==> config.mk <==
export PLATFORM = sky130hd
export DESIGN_NAME = warp_scheduler
export DESIGN_NICKNAME = d
export VERILOG_FILES = /design/src/rtl/gpu_pkg.sv /design/src/rtl/rr_arbiter.sv /design/src/rtl/warp_scheduler.sv
export SDC_FILE = /design/constraint.sdc
export NUM_CORES = 1
export LEC_CHECK = 0
export CORE_ASPECT_RATIO = 1.2
export CORE_MARGIN = 5
export CORE_UTILIZATION = 51
export CTS_CLUSTER_SIZE = 20
export DETAILED_ROUTE_END_ITERATION = 6
export PLACE_DENSITY = 0.76
export REMOVE_ABC_BUFFERS = 1
export SLEW_MARGIN = 30
export SYNTH_ARGS = -nofsm -noshare
export SYNTH_HDL_FRONTEND = slang
export SYNTH_SLANG_ARGS = --single-unit
export TNS_END_PERCENT = 100
==> constraint.sdc <==
create_clock -name i_clk -period 2.3 [get_ports i_clk]
set_clock_uncertainty 0.15 [all_clocks]
set_input_delay 0.345 -clock i_clk [delete_from_list [all_inputs] [get_ports i_clk]]
set_output_delay 0.345 -clock i_clk [all_outputs]
set_load 0.005 [all_outputs]
==> src/rtl/gpu_pkg.sv <==
// Shared types for the warp scheduler: core phase and per-warp status encodings.
// Latency: n/a (type definitions only).
// Backpressure: n/a.
//
// Contents: core_state_e (scheduler phase, driven out on core_state),
//           warp_state_e (per-warp status held inside the scheduler).
package gpu_pkg;

   typedef enum logic [2:0] {
      S_IDLE    = 3'd0,
      S_SELECT  = 3'd1,
      S_FETCH   = 3'd2,
      S_DECODE  = 3'd3,
      S_EXECUTE = 3'd4,
      S_UPDATE  = 3'd5,
      S_DONE    = 3'd6
   } core_state_e;

   typedef enum logic [1:0] {
      W_IDLE     = 2'd0,
      W_READY    = 2'd1,
      W_WAIT_MEM = 2'd2,
      W_DONE     = 2'd3
   } warp_state_e;

endpackage

==> src/rtl/rr_arbiter.sv <==
// Round-robin picker: first requester strictly after the last grant, wrapping.
// Latency: purely combinational, zero cycles.
// Backpressure: none; grant_valid low when no request bit is set.
//
// Ports: i_req         request mask, one bit per requester
//        i_last        index granted last time (search starts one past it)
//        o_grant_valid at least one request present
//        o_grant_idx   chosen requester (0 when none)
module rr_arbiter #(
   parameter int N = 4,
   localparam int IW = $clog2(N)
) (
   input  logic [N-1:0]  i_req,
   input  logic [IW-1:0] i_last,
   output logic          o_grant_valid,
   output logic [IW-1:0] o_grant_idx
);

   logic [IW-1:0] w_cand;

   // N is a power of two, so IW-bit addition wraps the search naturally;
   // k == N lands back on i_last, which is therefore checked last.
   always_comb begin
      o_grant_valid = 1'b0;
      o_grant_idx   = '0;
      w_cand        = '0;
      for (int k = 1; k <= N; k++) begin
         w_cand = i_last + IW'(k);
         if (!o_grant_valid && i_req[w_cand]) begin
            o_grant_valid = 1'b1;
            o_grant_idx   = w_cand;
         end
      end
   end

endmodule

==> src/rtl/warp_scheduler.sv <==
// Multi-warp scheduler: round-robin warp pick, drives fetch/decode/execute/update, parks warps on memory ops.
// Latency: best case one ALU issue per 5 cycles (SELECT, FETCH, DECODE, EXECUTE, UPDATE).
// Backpressure: fetch_valid/fetch_pc held until fetch_ready; SELECT idles while every live warp waits on memory.
//
// Ports: i_clk, i_reset (sync, active low); i_start / i_warp_count launch a kernel from S_IDLE;
//        o_fetch_valid / o_fetch_pc / i_fetch_ready fetch handshake; i_decoded_mem / i_decoded_ret decode result;
//        o_cur_warp, o_core_state selected warp and phase; o_issue_valid execute strobe; o_lsu_req memory strobe;
//        i_lsu_done_valid / i_lsu_done_warp memory completion; i_next_pc written back in S_UPDATE; o_done all retired.
// Build option: define WARP_SCHED_PERF_EN to add o_perf_issued and o_perf_stall counters.
module warp_scheduler
   import gpu_pkg::*;
#(
   parameter int NUM_WARPS        = 4,
   parameter int THREADS_PER_WARP = 4,
   parameter int PC_BITS          = 8,
   localparam int WARP_IDX_W      = $clog2(NUM_WARPS)
) (
   input  logic                  i_clk,
   input  logic                  i_reset,
   input  logic                  i_start,
   input  logic [WARP_IDX_W:0]   i_warp_count,
   output logic                  o_fetch_valid,
   output logic [PC_BITS-1:0]    o_fetch_pc,
   input  logic                  i_fetch_ready,
   input  logic                  i_decoded_mem,
   input  logic                  i_decoded_ret,
   output logic [WARP_IDX_W-1:0] o_cur_warp,
   output logic [2:0]            o_core_state,
   output logic                  o_issue_valid,
   output logic                  o_lsu_req,
   input  logic                  i_lsu_done_valid,
   input  logic [WARP_IDX_W-1:0] i_lsu_done_warp,
   input  logic [PC_BITS-1:0]    i_next_pc,
   output logic                  o_done
`ifdef WARP_SCHED_PERF_EN
   ,
   output logic [31:0]           o_perf_issued,
   output logic [31:0]           o_perf_stall
`endif
);

   localparam int CNT_W = WARP_IDX_W + 1;

   // THREADS_PER_WARP only travels to the datapath; it is checked here for sanity.
   if (NUM_WARPS < 2 || (NUM_WARPS & (NUM_WARPS - 1)) != 0 || THREADS_PER_WARP < 1) begin : g_param_check
      $error("warp_scheduler: NUM_WARPS must be a power of two >= 2 and THREADS_PER_WARP >= 1");
   end

   core_state_e           r_state;
   logic [PC_BITS-1:0]    r_pc     [NUM_WARPS];
   warp_state_e           r_status [NUM_WARPS];
   logic [WARP_IDX_W-1:0] r_rr_ptr;
   logic [WARP_IDX_W-1:0] r_cur_warp;
   logic                  r_fetch_valid;
   logic [PC_BITS-1:0]    r_fetch_pc;
   logic                  r_issue_valid;
   logic                  r_lsu_req;
   logic                  r_done;

   logic [NUM_WARPS-1:0]  w_ready_mask;
   logic                  w_any_wait;
   logic                  w_grant_valid;
   logic [WARP_IDX_W-1:0] w_grant_idx;
   logic [CNT_W-1:0]      w_active;

   assign w_active = (i_warp_count > CNT_W'(NUM_WARPS)) ? CNT_W'(NUM_WARPS) : i_warp_count;

   always_comb begin
      w_ready_mask = '0;
      w_any_wait   = 1'b0;
      for (int w = 0; w < NUM_WARPS; w++) begin
         w_ready_mask[w] = (r_status[w] == W_READY);
         if (r_status[w] == W_WAIT_MEM) begin
            w_any_wait = 1'b1;
         end
      end
   end

   rr_arbiter #(.N(NUM_WARPS)) u_arb (
      .i_req         (w_ready_mask),
      .i_last        (r_rr_ptr),
      .o_grant_valid (w_grant_valid),
      .o_grant_idx   (w_grant_idx)
   );

   always_ff @(posedge i_clk) begin
      if (!i_reset) begin
         r_state       <= S_IDLE;
         for (int w = 0; w < NUM_WARPS; w++) begin
            r_pc[w]     <= '0;
            r_status[w] <= W_IDLE;
         end
         // Pointer parked on the last warp so the first search lands on warp 0.
         r_rr_ptr      <= WARP_IDX_W'(NUM_WARPS - 1);
         r_cur_warp    <= '0;
         r_fetch_valid <= 1'b0;
         r_fetch_pc    <= '0;
         r_issue_valid <= 1'b0;
         r_lsu_req     <= 1'b0;
         r_done        <= 1'b0;
      end else begin
         r_issue_valid <= 1'b0;
         r_lsu_req     <= 1'b0;

         case (r_state)
            S_IDLE: begin
               if (i_start) begin
                  for (int w = 0; w < NUM_WARPS; w++) begin
                     r_pc[w]     <= '0;
                     r_status[w] <= (CNT_W'(w) < w_active) ? W_READY : W_DONE;
                  end
                  if (w_active == '0) begin
                     r_state <= S_DONE;
                     r_done  <= 1'b1;
                  end else begin
                     r_state <= S_SELECT;
                  end
               end
            end

            S_SELECT: begin
               if (w_grant_valid) begin
                  r_cur_warp    <= w_grant_idx;
                  r_rr_ptr      <= w_grant_idx;
                  r_fetch_valid <= 1'b1;
                  r_fetch_pc    <= r_pc[w_grant_idx];
                  r_state       <= S_FETCH;
               end else if (!w_any_wait) begin
                  // Nothing ready and nothing outstanding: every warp has retired.
                  r_state <= S_DONE;
                  r_done  <= 1'b1;
               end
            end

            S_FETCH: begin
               if (i_fetch_ready) begin
                  r_fetch_valid <= 1'b0;
                  r_state       <= S_DECODE;
               end
            end

            S_DECODE: begin
               if (i_decoded_ret) begin
                  r_status[r_cur_warp] <= W_DONE;
                  r_state              <= S_SELECT;
               end else if (i_decoded_mem) begin
                  // lsu_req shows during the following SELECT cycle, while cur_warp
                  // still names the parked warp.
                  r_status[r_cur_warp] <= W_WAIT_MEM;
                  r_lsu_req            <= 1'b1;
                  r_state              <= S_SELECT;
               end else begin
                  r_issue_valid <= 1'b1;
                  r_state       <= S_EXECUTE;
               end
            end

            S_EXECUTE: begin
               r_state <= S_UPDATE;
            end

            S_UPDATE: begin
               r_pc[r_cur_warp] <= i_next_pc;
               r_state          <= S_SELECT;
            end

            S_DONE: begin
               r_done <= 1'b1;
            end

            default: begin
               r_state <= S_IDLE;
            end
         endcase

         // Memory completion runs alongside any phase action. The selected warp is
         // never W_WAIT_MEM, so this never collides with the DECODE/UPDATE writes.
         if (r_state != S_IDLE && i_lsu_done_valid && r_status[i_lsu_done_warp] == W_WAIT_MEM) begin
            r_pc[i_lsu_done_warp]     <= r_pc[i_lsu_done_warp] + PC_BITS'(1);
            r_status[i_lsu_done_warp] <= W_READY;
         end
      end
   end

   assign o_fetch_valid = r_fetch_valid;
   assign o_fetch_pc    = r_fetch_pc;
   assign o_cur_warp    = r_cur_warp;
   assign o_core_state  = r_state;
   assign o_issue_valid = r_issue_valid;
   assign o_lsu_req     = r_lsu_req;
   assign o_done        = r_done;

`ifdef WARP_SCHED_PERF_EN
   logic [31:0] r_perf_issued;
   logic [31:0] r_perf_stall;

   always_ff @(posedge i_clk) begin
      if (!i_reset) begin
         r_perf_issued <= '0;
         r_perf_stall  <= '0;
      end else if (r_state != S_DONE) begin
         if ((r_issue_valid || r_lsu_req) && r_perf_issued != '1) begin
            r_perf_issued <= r_perf_issued + 32'd1;
         end
         if (r_state == S_SELECT && !w_grant_valid && w_any_wait && r_perf_stall != '1) begin
            r_perf_stall <= r_perf_stall + 32'd1;
         end
      end
   end

   assign o_perf_issued = r_perf_issued;
   assign o_perf_stall  = r_perf_stall;
`endif

endmodule
---- Word level (Yosys, flattened, before mapping) ----
Memory sizes are Yosys's and may differ from the RTL's. A register that Yosys moved wholly into a read port is not among the register bits.
Cells that the tools add are included.
word-level totals
  register bits ........................... 11
  memory bits (writable) .................. 40
  input port bits ......................... 20
  output and inout bits ................... 17
  word-level logic and storage cells ...... 162
  memories ................................ 2
operators by class
  add/subtract/negate cells ............... 4
  $lt $le $gt $ge ......................... 9
  equal/unequal tests ..................... 22
  mux-type cells .......................... 83
  bitwise operators ....................... 12
  reduce and logical (&&, ||, !) cells .... 23
memory list
  memory    depth  width  rd ports  clocked after Yosys merged registers in  wr ports  RTL line              source
  r_pc      4      8      2         1                                        4         warp_scheduler.sv:50  logic [PC_BITS-1:0] r_pc [NUM_WARPS];
  r_status  4      2      5         0                                        4         warp_scheduler.sv:51  warp_state_e r_status [NUM_WARPS];
operators by type and width
  cell                                                                  number
  8-bit 2-to-1 mux                                                      6
  1-bit 2-to-1 mux                                                      43
  2-bit 2-to-1 mux                                                      19
  3-bit 2-to-1 mux                                                      8
  3-bit one-hot mux with 7 select lines                                 1
  8-bit OR reduction                                                    2
  2-bit by 3-bit < comparator with 1-bit output, second input constant  4
  2-bit == test, second input constant                                  5
  2-bit inequality test, second input constant                          5
  3-bit == test, second input constant                                  3
  1-bit bitwise OR                                                      9
  8-bit by 1-bit adder with 8-bit output, second input constant         1
  1-bit binary-select mux with 2-bit select                             4
  2-bit by 1-bit == test with 1-bit output, second input constant       4
  3-bit by 2-bit == test with 1-bit output, second input constant       2
  3-bit zero test                                                       2
  1-bit by 3-bit < comparator with 1-bit output, first input constant   2
  2-bit by 3-bit < comparator with 1-bit output, first input constant   2
  3-bit nonzero test                                                    2
  1-bit logical AND                                                     5
  5-bit AND reduction                                                   1
  2-bit adder, second input constant                                    2
  1-bit zero test                                                       4
  4-bit AND reduction                                                   1
  13 further kinds                                                      16

---- Depth between registers and ports, before layout ----
  word-level depth ........................ 15
  gate-level depth with buffers ........... 7
  gate-level depth less buffers ........... 5

---- Hierarchy ----
Synthesis repeated with hierarchy kept, for this count alone.
unflattened totals
  cell total of the unflattened synthesis .. 321
  area, all modules ....................... 3,355.7 um2
modules (own cells, without submodules)
  module          times used  cells each  area an instance (um2)
  warp_scheduler  1           307         3,264.4
  rr_arbiter      1           14          91.3

---- Least setup slack after synthesis ----
OpenSTA, ideal clock, no wires.
  path type ............................... register to register
  start point ............................. register r_state[2], in the netlist o_core_state[2]
  end point ............................... memory r_pc[3][0] (enable)
  arrival ................................. 1.652 ns
  required time ........................... 1.813 ns
  slack ................................... 0.161 ns
  cell stages (with the launch flop) ...... 8
  path buffers ............................ 2
  clock period less this slack ............ 2.139 ns
  path through ............................ dfxtp_1 > clkbuf_1 > inv_1 > nor4_1 > and3_1 > buf_2 > inv_1 > nand3_1
RTL lines
  element                 RTL line               source
  start, declared         warp_scheduler.sv:49   core_state_e r_state;
  start signal, assigned  warp_scheduler.sv:88   r_state <= S_IDLE;
  start signal, assigned  warp_scheduler.sv:113  r_state <= S_DONE;
  start signal, assigned  warp_scheduler.sv:116  r_state <= S_SELECT;
  end, declared           warp_scheduler.sv:50

==> flow_summary.json <==
{
  "outcome": "completed",
  "crit_fanout": 5,
  "dp_hpwl_um": 7000,
  "antenna_left": 0,
  "area_delta_synth_final_pct": 31.5,
  "cts_sinks": 59,
  "via_per_inst": 6.04,
  "io_pins": 37,
  "syn_area_mm2": 0.00333,
  "synth_edf_count": 32,
  "grt_remaining_overflow": 0,
  "grt_pass1_wl_um": 15100,
  "max_freq_mhz": 470,
  "p_comb_share_pct": 46.0,
  "grtUsageTotal_pct": 23.5,
  "seq_power_share_pct": 34.2,
  "p_clk_share_pct": 19.8,
  "dp_slack_ps": -460,
  "grt_max_degree": 15,
  "rsz0062_at_grt": "no",
  "timing.slew.headroom_pct": 44.3,
  "die_w_um": 83.8,
  "htree_levels": 3,
  "core_region_area_mm2": 0.00641,
  "start_util_pct": 52.0,
  "detailroute.via_count": 3090,
  "yosys_register_bits": 59,
  "clk-insertion-delay-late_ps": 350,
  "timing.final.ws_setup_ps": 171,
  "power_density_mw_per_mm2": 1080,
  "tightest_slew_ps": 825,
  "synth_top_area_cell": "edfxtp_1",
  "gp_congestion": 0.891,
  "antennaDiodeCount": 0,
  "slew_violations": 0,
  "placed_area_mm2": 0.00412,
  "synth-seq-area-share_pct": 45.1,
  "drive_above_1_share_pct": 22.2,
  "nFillCells": 503,
  "synthCells": 343,
  "timing.rr.end": "r_pc[1][4]",
  "wl_per_cell_um": 18.5,
  "worstPathArrival_ps": 2090,
  "numCtsBuffers": 9,
  "root_buffer": "clkbuf_8",
  "reg2regPathDepth": 5,
  "r2r_slack_ps": 170,
  "port_buffers": 36,
  "fp.dieH_um": 98.5,
  "power.leakage_uw": 0.00167,
  "ir_drop_mv": 0.496,
  "switching_power_uw": 1740,
  "grt_pass1_vias": 2982,
  "setup_violations": 0,
  "netlist_top_cells_area": "edfxtp_1, dfxtp_1, nand3_1, mux4_2, o21ai_0",
  "cp-start-kind": "register",
  "min_from": "o_done",
  "firstDrtPassIters": 5,
  "period_share_pct": 92.6,
  "syn_avg_cell_area_um2": 9.71,
  "cts_buffer_depth": 2,
  "crit_type": "reg -> reg",
  "p_int_uw": 2990,
  "worstReg2RegStart": "o_core_state[1]",
  "whs_path_depth": 2,
  "drt_iter0_markers": 337,
  "netSwitchingFraction_pct": 36.7,
  "fin_nets": 443,
  "yosysUniqueCellTypes": 56,
  "clk_pin_slew_ps": 70,
  "tritoncts": "done",
  "async_flop_share_pct": 0,
  "finalHoldViolations": 0,
  "drc": 0,
  "antenna_found_initial": 0,
  "hold_class": "reg -> reg",
  "finalInstanceArea_mm2": 0.00438,
  "cp.required_ps": 2260,
  "min_period_ps": 2130,
  "tns_ps": 0,
  "maxCapViolations": 0,
  "die_area_mm2": 0.00825,
  "crit_path_end_kind": "register",
  "drt-total-wl_um": 9460,
  "synth_ff_type": "edfxtp_1",
  "worstHoldEndpoint": "o_done",
  "yosys_warnings": 0,
  "fp-row-count": 32,
  "synth_top_cell_area_share_pct": 28.9
}
## kinds of logic after synthesis
| logic type | synth area share [%] |
|---|---|
| adder cells (fa/ha/maj) | 0.676 |
| multiplexers | 10.2 |
| AND/OR/NAND/NOR | 22.0 |
| flip-flops | 45.1 |
| AO/OA/AOI/OAI | 16.2 |
| buffers and inverters | 4.28 |
| XOR/XNOR | 1.58 |
## power groups by stage
stage               Clock, uW  Combinational [uW]  Sequential (uW)
floorplan                   0                1150             1630
global placement            0                2080             1620
detailed placement          0                2130             1630
CTS                       941                2160             1610
global route              999                2360             1650
finish                    934                2180             1620
## cells in the final DEF (no fill, tap or decap), types with 2 or more instances in the layout
cell	synthesis	routed
o21ai_1	8	8
nor2b_1	8	8
a21oi_1	7	7
clkdlybuf4s50_1	0	35
a31oi_1	2	2
nor3_1	6	6
clkinv_2	0	3
dfxtp_1	27	27
clkbuf_8	0	9
o21ai_0	34	34
clkinvlp_4	0	2
nand3b_1	2	2
a21boi_0	2	2
a221oi_1	5	5
o311ai_0	2	2
nand4_1	5	5
a211oi_1	2	2
inv_1	12	12
mux4_2	8	8
mux2i_1	16	16
a32o_1	3	3
xor2_2	0	5
nor2_1	16	16
o211ai_1	4	4
nand2b_2	2	2
buf_4	0	47
nand2_1	22	21
or2_2	6	6
edfxtp_1	32	32
and3_1	4	4
nand3_1	49	49
and2_1	7	7
o22a_1	2	2
o221ai_1	3	3
buf_12	0	4
## worst max-delay path: stages, from the launching register on
cell	delay, ps
dfxtp_1	320
o311ai_0	730
nor2_1	80
nand3_1	240
nand3_1	190
buf_4	190
## layer usage
layer | vias up | share of wire (%) | global-route usage [%]
met5 | - | 0 | 0
li1 | 1452 | - | -
met2 | 157 | 49 | 38.3
met1 | 1450 | 39 | 29.1
met3 | 31 | 8.9 | 5.94
met4 | 0 | 3.3 | 11.4
## sequential cells by signal, summed over array words and instances (netlist names)
| signal | cells |
|---|---|
| o_issue_valid | 1 |
| o_cur_warp | 2 |
| r_pc | 32 |
| r_status | 8 |
| o_core_state | 3 |
| r_rr_ptr | 2 |
| o_fetch_valid | 1 |
| o_done | 1 |
| o_lsu_req | 1 |
| o_fetch_pc | 8 |
## cells in the mapped netlist (5+ instances only)
master	count
nand3_1	49
o21ai_0	34
edfxtp_1	32
dfxtp_1	27
nand2_1	22
mux2i_1	16
nor2_1	16
inv_1	12
buf_2	8
clkbuf_1	8
mux4_2	8
nor2b_1	8
o21ai_1	8
a21oi_1	7
and2_1	7
nor3_1	6
or2_2	6
a221oi_1	5
nand4_1	5
xor2_1	5
## area by class of cell
type	instances	area, um^2	area share [%]
Multi-Input combinational cell	253	1740	39.7
Sequential cell	59	1500	34.3
Timing Repair Buffer	87	796	18.2
Clock buffer	9	124	2.83
Tap cell	85	106	2.43
Clock inverter	7	68.8	1.57
Inverter	12	45.0	1.03
## worst max path at each step
| stage | from | to | slack (ps) | cells after the start |
|---|---|---|---|---|
| after CTS | i_lsu_done_warp[0] | r_pc[3][5] | 2 | 7 |
| after global placement | i_lsu_done_warp[0] | r_pc[1][4] | -400 | 7 |
| final | o_core_state[1] | r_pc[1][4] | 170 | 5 |
| after global routing | o_core_state[1] | r_pc[1][0] | 20 | 6 |
| after detailed placement | i_lsu_done_warp[0] | r_pc[1][4] | -460 | 7 |
| after floorplan | o_core_state[1] | r_pc[0][0] | 70 | 4 |
## stage by stage
step / util [%] / hold WS, ps / power [uW] / std cells
global route: 68.4 / 417 / 5010 / 512
detailed placement: 64.3 / 344 / 3760 / 494
floorplan: - / 271 / 2780 / 324
CTS: 67.9 / 359 / 4720 / 510
global placement: 64.3 / 291 / 3700 / 494
finish: 68.4 / 340 / 4730 / 512
## what timing repair did
item	CTS	global route
endpoints found under the setup margin	12	20
hold endpoints to repair	0	0
pin swaps	3	1
hold buffers	0	0
setup buffers	0	2
gates resized for setup	6	3
(Power assumes the default switching activity.)
